==> config.mk <==
export PLATFORM = sky130hd
export DESIGN_NAME = lsu_ctrl
export DESIGN_NICKNAME = d
export VERILOG_FILES = /design/src/rtl/lsu_ctrl.sv
export SDC_FILE = /design/constraint.sdc
export NUM_CORES = 1
export LEC_CHECK = 0
export BUFFER_PORTS_ARGS = -buffer_cell sky130_fd_sc_hd__buf_2
export CAP_MARGIN = 40
export CORE_UTILIZATION = 40
export CTS_CLUSTER_SIZE = 40
export DETAILED_ROUTE_END_ITERATION = 12
export PLACE_DENSITY = 0.68
export SKIP_LAST_GASP = 1
export SYNTH_ARGS = -nofsm -noshare
export SYNTH_HDL_FRONTEND = slang
export SYNTH_SLANG_ARGS = --single-unit
export TNS_END_PERCENT = 50
==> constraint.sdc <==
create_clock -name clk -period 6.65 [get_ports clk]
set_input_delay 0.665 -clock clk [delete_from_list [all_inputs] [get_ports clk]]
set_output_delay 0.665 -clock clk [all_outputs]
set_load 0.01 [all_outputs]
==> src/rtl/lsu_ctrl.sv <==
// Load/store unit controller: decodes a single core request, drives one bus
// transaction and returns an extended load result or a fault indication.
module lsu_ctrl #(
  parameter int unsigned TIMEOUT = 16
) (
  input  logic        clk,
  input  logic        rst,
  input  logic        start_i,
  input  logic        is_store_i,
  input  logic [2:0]  func3_i,
  input  logic [31:0] addr_i,
  input  logic [31:0] wdata_i,
  output logic        busy_o,
  output logic        done_o,
  output logic        fault_o,
  output logic [31:0] rdata_o,
  output logic        mem_req_o,
  output logic        mem_we_o,
  output logic [31:0] mem_addr_o,
  output logic [3:0]  mem_be_o,
  output logic [31:0] mem_wdata_o,
  input  logic        mem_gnt_i,
  input  logic        mem_rvalid_i,
  input  logic [31:0] mem_rdata_i
);

  localparam int CW = (TIMEOUT > 0) ? $clog2(TIMEOUT + 1) : 1;
  localparam logic [CW-1:0] TLIM = CW'(TIMEOUT - 1);

  typedef enum logic [1:0] {IDLE, REQ, WAIT, RESP} state_e;

  state_e        state_q, state_d;
  logic          store_q, store_d;
  logic [2:0]    func3_q, func3_d;
  logic [1:0]    offs_q, offs_d;
  logic          fault_q, fault_d;
  logic [CW-1:0] cnt_q, cnt_d;
  logic [31:0]   rdata_q, rdata_d;
  logic [31:0]   memAddr_q, memAddr_d;
  logic [3:0]    memBe_q, memBe_d;
  logic [31:0]   memWdata_q, memWdata_d;

  logic          badReq;
  logic [3:0]    beCalc;
  logic [31:0]   wdCalc;
  logic [31:0]   laneWord;
  logic [31:0]   loadExt;
  logic          timeoutHit;

  // Decode of the incoming request: legality, alignment and lane placement.
  always_comb begin
    badReq = 1'b0;
    beCalc = 4'b1111;
    wdCalc = wdata_i;
    if (func3_i == 3'b011 || func3_i == 3'b110 || func3_i == 3'b111) badReq = 1'b1;
    if (is_store_i && func3_i[2]) badReq = 1'b1;
    case (func3_i[1:0])
      2'b00: begin
        beCalc = 4'b0001 << addr_i[1:0];
        wdCalc = {4{wdata_i[7:0]}};
      end
      2'b01: begin
        beCalc = addr_i[1] ? 4'b1100 : 4'b0011;
        wdCalc = {2{wdata_i[15:0]}};
        if (addr_i[0]) badReq = 1'b1;
      end
      default: begin
        if (addr_i[1:0] != 2'b00) badReq = 1'b1;
      end
    endcase
  end

  assign laneWord = mem_rdata_i >> {offs_q, 3'b000};

  always_comb begin
    case (func3_q[1:0])
      2'b00:   loadExt = {{24{~func3_q[2] & laneWord[7]}}, laneWord[7:0]};
      2'b01:   loadExt = {{16{~func3_q[2] & laneWord[15]}}, laneWord[15:0]};
      default: loadExt = mem_rdata_i;
    endcase
  end

  assign timeoutHit = (TIMEOUT != 0) && (cnt_q >= TLIM);

  // Next-state logic; bus acceptance takes priority over timeout expiry.
  always_comb begin
    state_d    = state_q;
    store_d    = store_q;
    func3_d    = func3_q;
    offs_d     = offs_q;
    fault_d    = fault_q;
    cnt_d      = cnt_q;
    rdata_d    = rdata_q;
    memAddr_d  = memAddr_q;
    memBe_d    = memBe_q;
    memWdata_d = memWdata_q;
    case (state_q)
      IDLE: begin
        if (start_i) begin
          store_d = is_store_i;
          func3_d = func3_i;
          offs_d  = addr_i[1:0];
          if (badReq) begin
            fault_d = 1'b1;
            state_d = RESP;
          end else begin
            fault_d    = 1'b0;
            cnt_d      = '0;
            memAddr_d  = {addr_i[31:2], 2'b00};
            memBe_d    = beCalc;
            memWdata_d = wdCalc;
            state_d    = REQ;
          end
        end
      end
      REQ: begin
        cnt_d = cnt_q + CW'(1);
        if (mem_gnt_i) begin
          state_d = store_q ? RESP : WAIT;
        end else if (timeoutHit) begin
          fault_d = 1'b1;
          state_d = RESP;
        end
      end
      WAIT: begin
        cnt_d = cnt_q + CW'(1);
        if (mem_rvalid_i) begin
          rdata_d = loadExt;
          state_d = RESP;
        end else if (timeoutHit) begin
          fault_d = 1'b1;
          state_d = RESP;
        end
      end
      RESP: begin
        state_d = IDLE;
      end
    endcase
  end

  always_ff @(posedge clk or posedge rst) begin
    if (rst) begin
      state_q    <= IDLE;
      store_q    <= 1'b0;
      func3_q    <= 3'b000;
      offs_q     <= 2'b00;
      fault_q    <= 1'b0;
      cnt_q      <= '0;
      rdata_q    <= '0;
      memAddr_q  <= '0;
      memBe_q    <= '0;
      memWdata_q <= '0;
    end else begin
      state_q    <= state_d;
      store_q    <= store_d;
      func3_q    <= func3_d;
      offs_q     <= offs_d;
      fault_q    <= fault_d;
      cnt_q      <= cnt_d;
      rdata_q    <= rdata_d;
      memAddr_q  <= memAddr_d;
      memBe_q    <= memBe_d;
      memWdata_q <= memWdata_d;
    end
  end

  assign busy_o      = (state_q != IDLE);
  assign done_o      = (state_q == RESP);
  assign fault_o     = done_o & fault_q;
  assign rdata_o     = rdata_q;
  assign mem_req_o   = (state_q == REQ);
  assign mem_we_o    = mem_req_o & store_q;
  assign mem_addr_o  = memAddr_q;
  assign mem_be_o    = memBe_q;
  assign mem_wdata_o = memWdata_q;

endmodule

==> key figures <==
Run status
  – Status: complete, no violations

Final layout
  – Ant diodes: 0
  – Final #Nets: 805
  – Area grow syn2layout: 28.0%
  – Layout cells sized above 1: 35.5%
  – Most common cell after layout, fill and taps aside: buf_2
  – Final Cell Area: 6810 µm²
  – Most frequent cells in the layout: 207 x buf_2, 112 x dfrtp_1, 58 x nand2_1, 38 x o21ai_1, 36 x mux2i_1

Worst setup path
  – CP max stage delay: 400 ps
  – Reg2Reg Depth: 7
  – Worst path cell trace: inv_1 > ha_1 > nand2_1 > o21bai_4 > buf_4 > buf_16 > mux2_1
  – CP required: 6880 ps
  – WP data arrival: 2620 ps
  – Worst R2R Start: state_q[0]$_DFFE_PP0P_
  – Crit start category: flop
  – Critical Path Fanout Max: 79
  – Reg2reg end: mem_addr_o[31]$_DFFE_PP0P_
  – Critical path type: flop to flop
  – R2R Setup Slk: 4260 ps
  – Critical path's slowest cell: dfrtp_1
  – Critical Path End Type: flop

STA
  – Final Skew: 7.13 ps
  – Final TNS setup: 0 ps
  – Post-layout min period: 2390 ps
  – Fmax: 419 MHz
  – Final number of setup-violating endpoints: 0
  – RSZ-0062 raised after global routing: false
  – Final worst-path cycle share: 35.9%
  – Normalized max-slew margin: 49.1%
  – Hold Vio Cnt, Final: 0
  – Slew @ Worst Pin: 763 ps
  – Fin. max-slew vios: 0

Floorplan
  – Area of the core: 12800 µm²
  – Die height: 117 µm
  – Row count: 41
  – Die width: 117 µm
  – Total die area: 13800 µm²
  – I/O pin count: 210
  – Initial Util: 41.6%

Clock tree
  – PostCTS Resize Cnt: 0
  – Post-CTS setup buffer count: 0
  – CTS tree: done
  – # H-tree levels: 3
  – Clk_lat worst skew: 350 ps
  – Clk pin slew, worst setup/hold paths: 70 ps
  – TritonCTS buffer count: 9
  – CTS hold repair buffers: 0
  – CTS sink cnt: 112
  – Clk root buf: clkbuf_16
  – Clock Path Buffers: 2

Logic synthesis
  – Synthesized area per cell: 10.6 µm²
  – YS warnings: 0
  – Flops & latches, synth: 112
  – Synth cell types: 43
  – Top cell type's share of synthesized area: 52.7%
  – FFs w/ async S/R, synth: 100%
  – Post-synth EDFFs: 0
  – Post-Synthesis Cells: 503
  – Mapped Area: 5320 µm²
  – Top FF cell, synth: dfrtp_1
  – Top post-synthesis cells by area: dfrtp_1 53%, mux2i_1 6.8%, mux2_1 6.6%, nand2_1 4.1%, o21ai_1 3.6%
  – Sequential share of the synthesized area: 52.7%
  – Largest area contributor in the netlist: dfrtp_1

GRT
  – Antenna violations before repair: 0
  – GRT Util Overall: 20.8%
  – Vias in the first global route: 4572
  – Largest net degree at the start of global routing: 80
  – Final global-route overflow total: 0
  – First-pass GRT wire length: 23.0 mm

Worst hold path
  – Hold Crit Class: input pin to async pin

Power
  – Worst ir drop on vdd: 0.204 mV
  – PwrDens: 464 nW/µm²
  – Leakage: 3.51 nW

Route
  – DR vias/cell: 5.20
  – WL/cell: 15.9 µm
  – DRC Markers: 0
  – Detailed Route Iter0 Violations: 334
  – Total wire length: 13.8 mm
  – Drt first pass iters: 4
  – Post-route ant nets: 0
  – Vias: 4532

Placed design
  – GP Congestion: 0.876
  – Detailed Place HPWL: 10.3 mm
  – I/O Buffers: 207
  – DP Area: 6490 µm²

Run
  – Number of max-cap violations: 0
-- layout make-up --
class	count	area [µm²]
Fill cell	1156	5960
Tap cell	172	215
Clock buffer	11	253
Multi-Input combinational cell	348	2320
Sequential cell	112	2800
Inverter	9	36.3
Clock inverter	5	63.8
Timing Repair Buffer	214	1120
-- layer usage --
metal	up-vias	GRT usage, %	share of wire, %
li1	2138	-	-
met1	2160	25.3	41
met2	211	34.7	48
met3	23	5.50	9.0
met4	0	9.09	2.6
met5	-	0	0
-- synth_stat cells (all sizes together), types with 2 or more instances --
cell type and instances:
nor2b 3, a211oi 2, inv 9, a21oi 30, and3 2, o211ai 2
a21o 9, a2bb2oi 6, mux2 43, o21ai 45, nor2 30, nor3b 4
ha 6, nand3b 2, nand2 58, nand3 34, or2 4, a221o 2
nor3 4, nand2b 3, dfrtp 112, a32o 2, mux2i 36, and2 4
buf 16, a221oi 2, o22ai 7, clkbuf 19
-- stage by stage --
stage / hold WS [ps] / utilization [%] / power (mW) / instances / worst slack [ps]
after floorplan: 488 / - / 2.07 / 504 / 3030
after global placement: 462 / 50.4 / 2.54 / 852 / 3880
after global routing: 460 / 53.3 / 3.40 / 871 / 4090
final: 413 / 53.3 / 3.16 / 871 / 4260
after CTS: 434 / 53.3 / 3.19 / 871 / 4260
after detailed placement: 472 / 50.8 / 2.61 / 855 / 4050
-- worst max path at each step --
stage	from	end	slack, ps	cells past startpoint
floorplan	rst	cnt_q[0]$_DFFE_PP0P_	3030	1
global placement	func3_i[1]	mem_addr_o[31]$_DFFE_PP0P_	3880	5
detailed placement	func3_i[1]	mem_addr_o[31]$_DFFE_PP0P_	4050	6
CTS	state_q[0]$_DFFE_PP0P_	mem_addr_o[31]$_DFFE_PP0P_	4260	7
global route	state_q[0]$_DFFE_PP0P_	mem_addr_o[8]$_DFFE_PP0P_	4090	7
finish	state_q[0]$_DFFE_PP0P_	mem_addr_o[31]$_DFFE_PP0P_	4260	7
-- cell families (layout without fill, tap and decap cells) --
logic type,count (synthesis),count (layout),share of synthesized area (%)
simple gates,149,149,12.7
compound gates,112,112,12.8
fa+ha+maj,6,6,1.41
mux,79,79,16.4
flops,112,112,52.7
other cells,1,2,0.0705
buf+inv,44,239,3.86
-- sequential cells by signal, summed over array words and instances (netlist names), 2 cells and up --
register and count:
rdata_o 32, offs_q 2, state_q 2, mem_addr_o 30, mem_be_o 4, mem_wdata_o 32, cnt_q 5, func3_q 3
-- worst max-delay path, delay by kind of cell, from the launching register on --
kind / cells / cell delay, ps
buffers and inverters: 3 / 670
flip-flops: 1 / 400
multiplexers: 1 / 360
AND/OR/NAND/NOR: 1 / 290
adder cells (fa/ha/maj): 1 / 270
AO/OA/AOI/OAI: 1 / 200
-- power by group --
part,leakage (nW),internal [mW],switching (mW)
Sequential,1.37,1.01,0.230
Clock,0.152,0.316,0.254
Combinational,1.99,0.617,0.732
No activity file was read; power rests on OpenSTA's default activity.
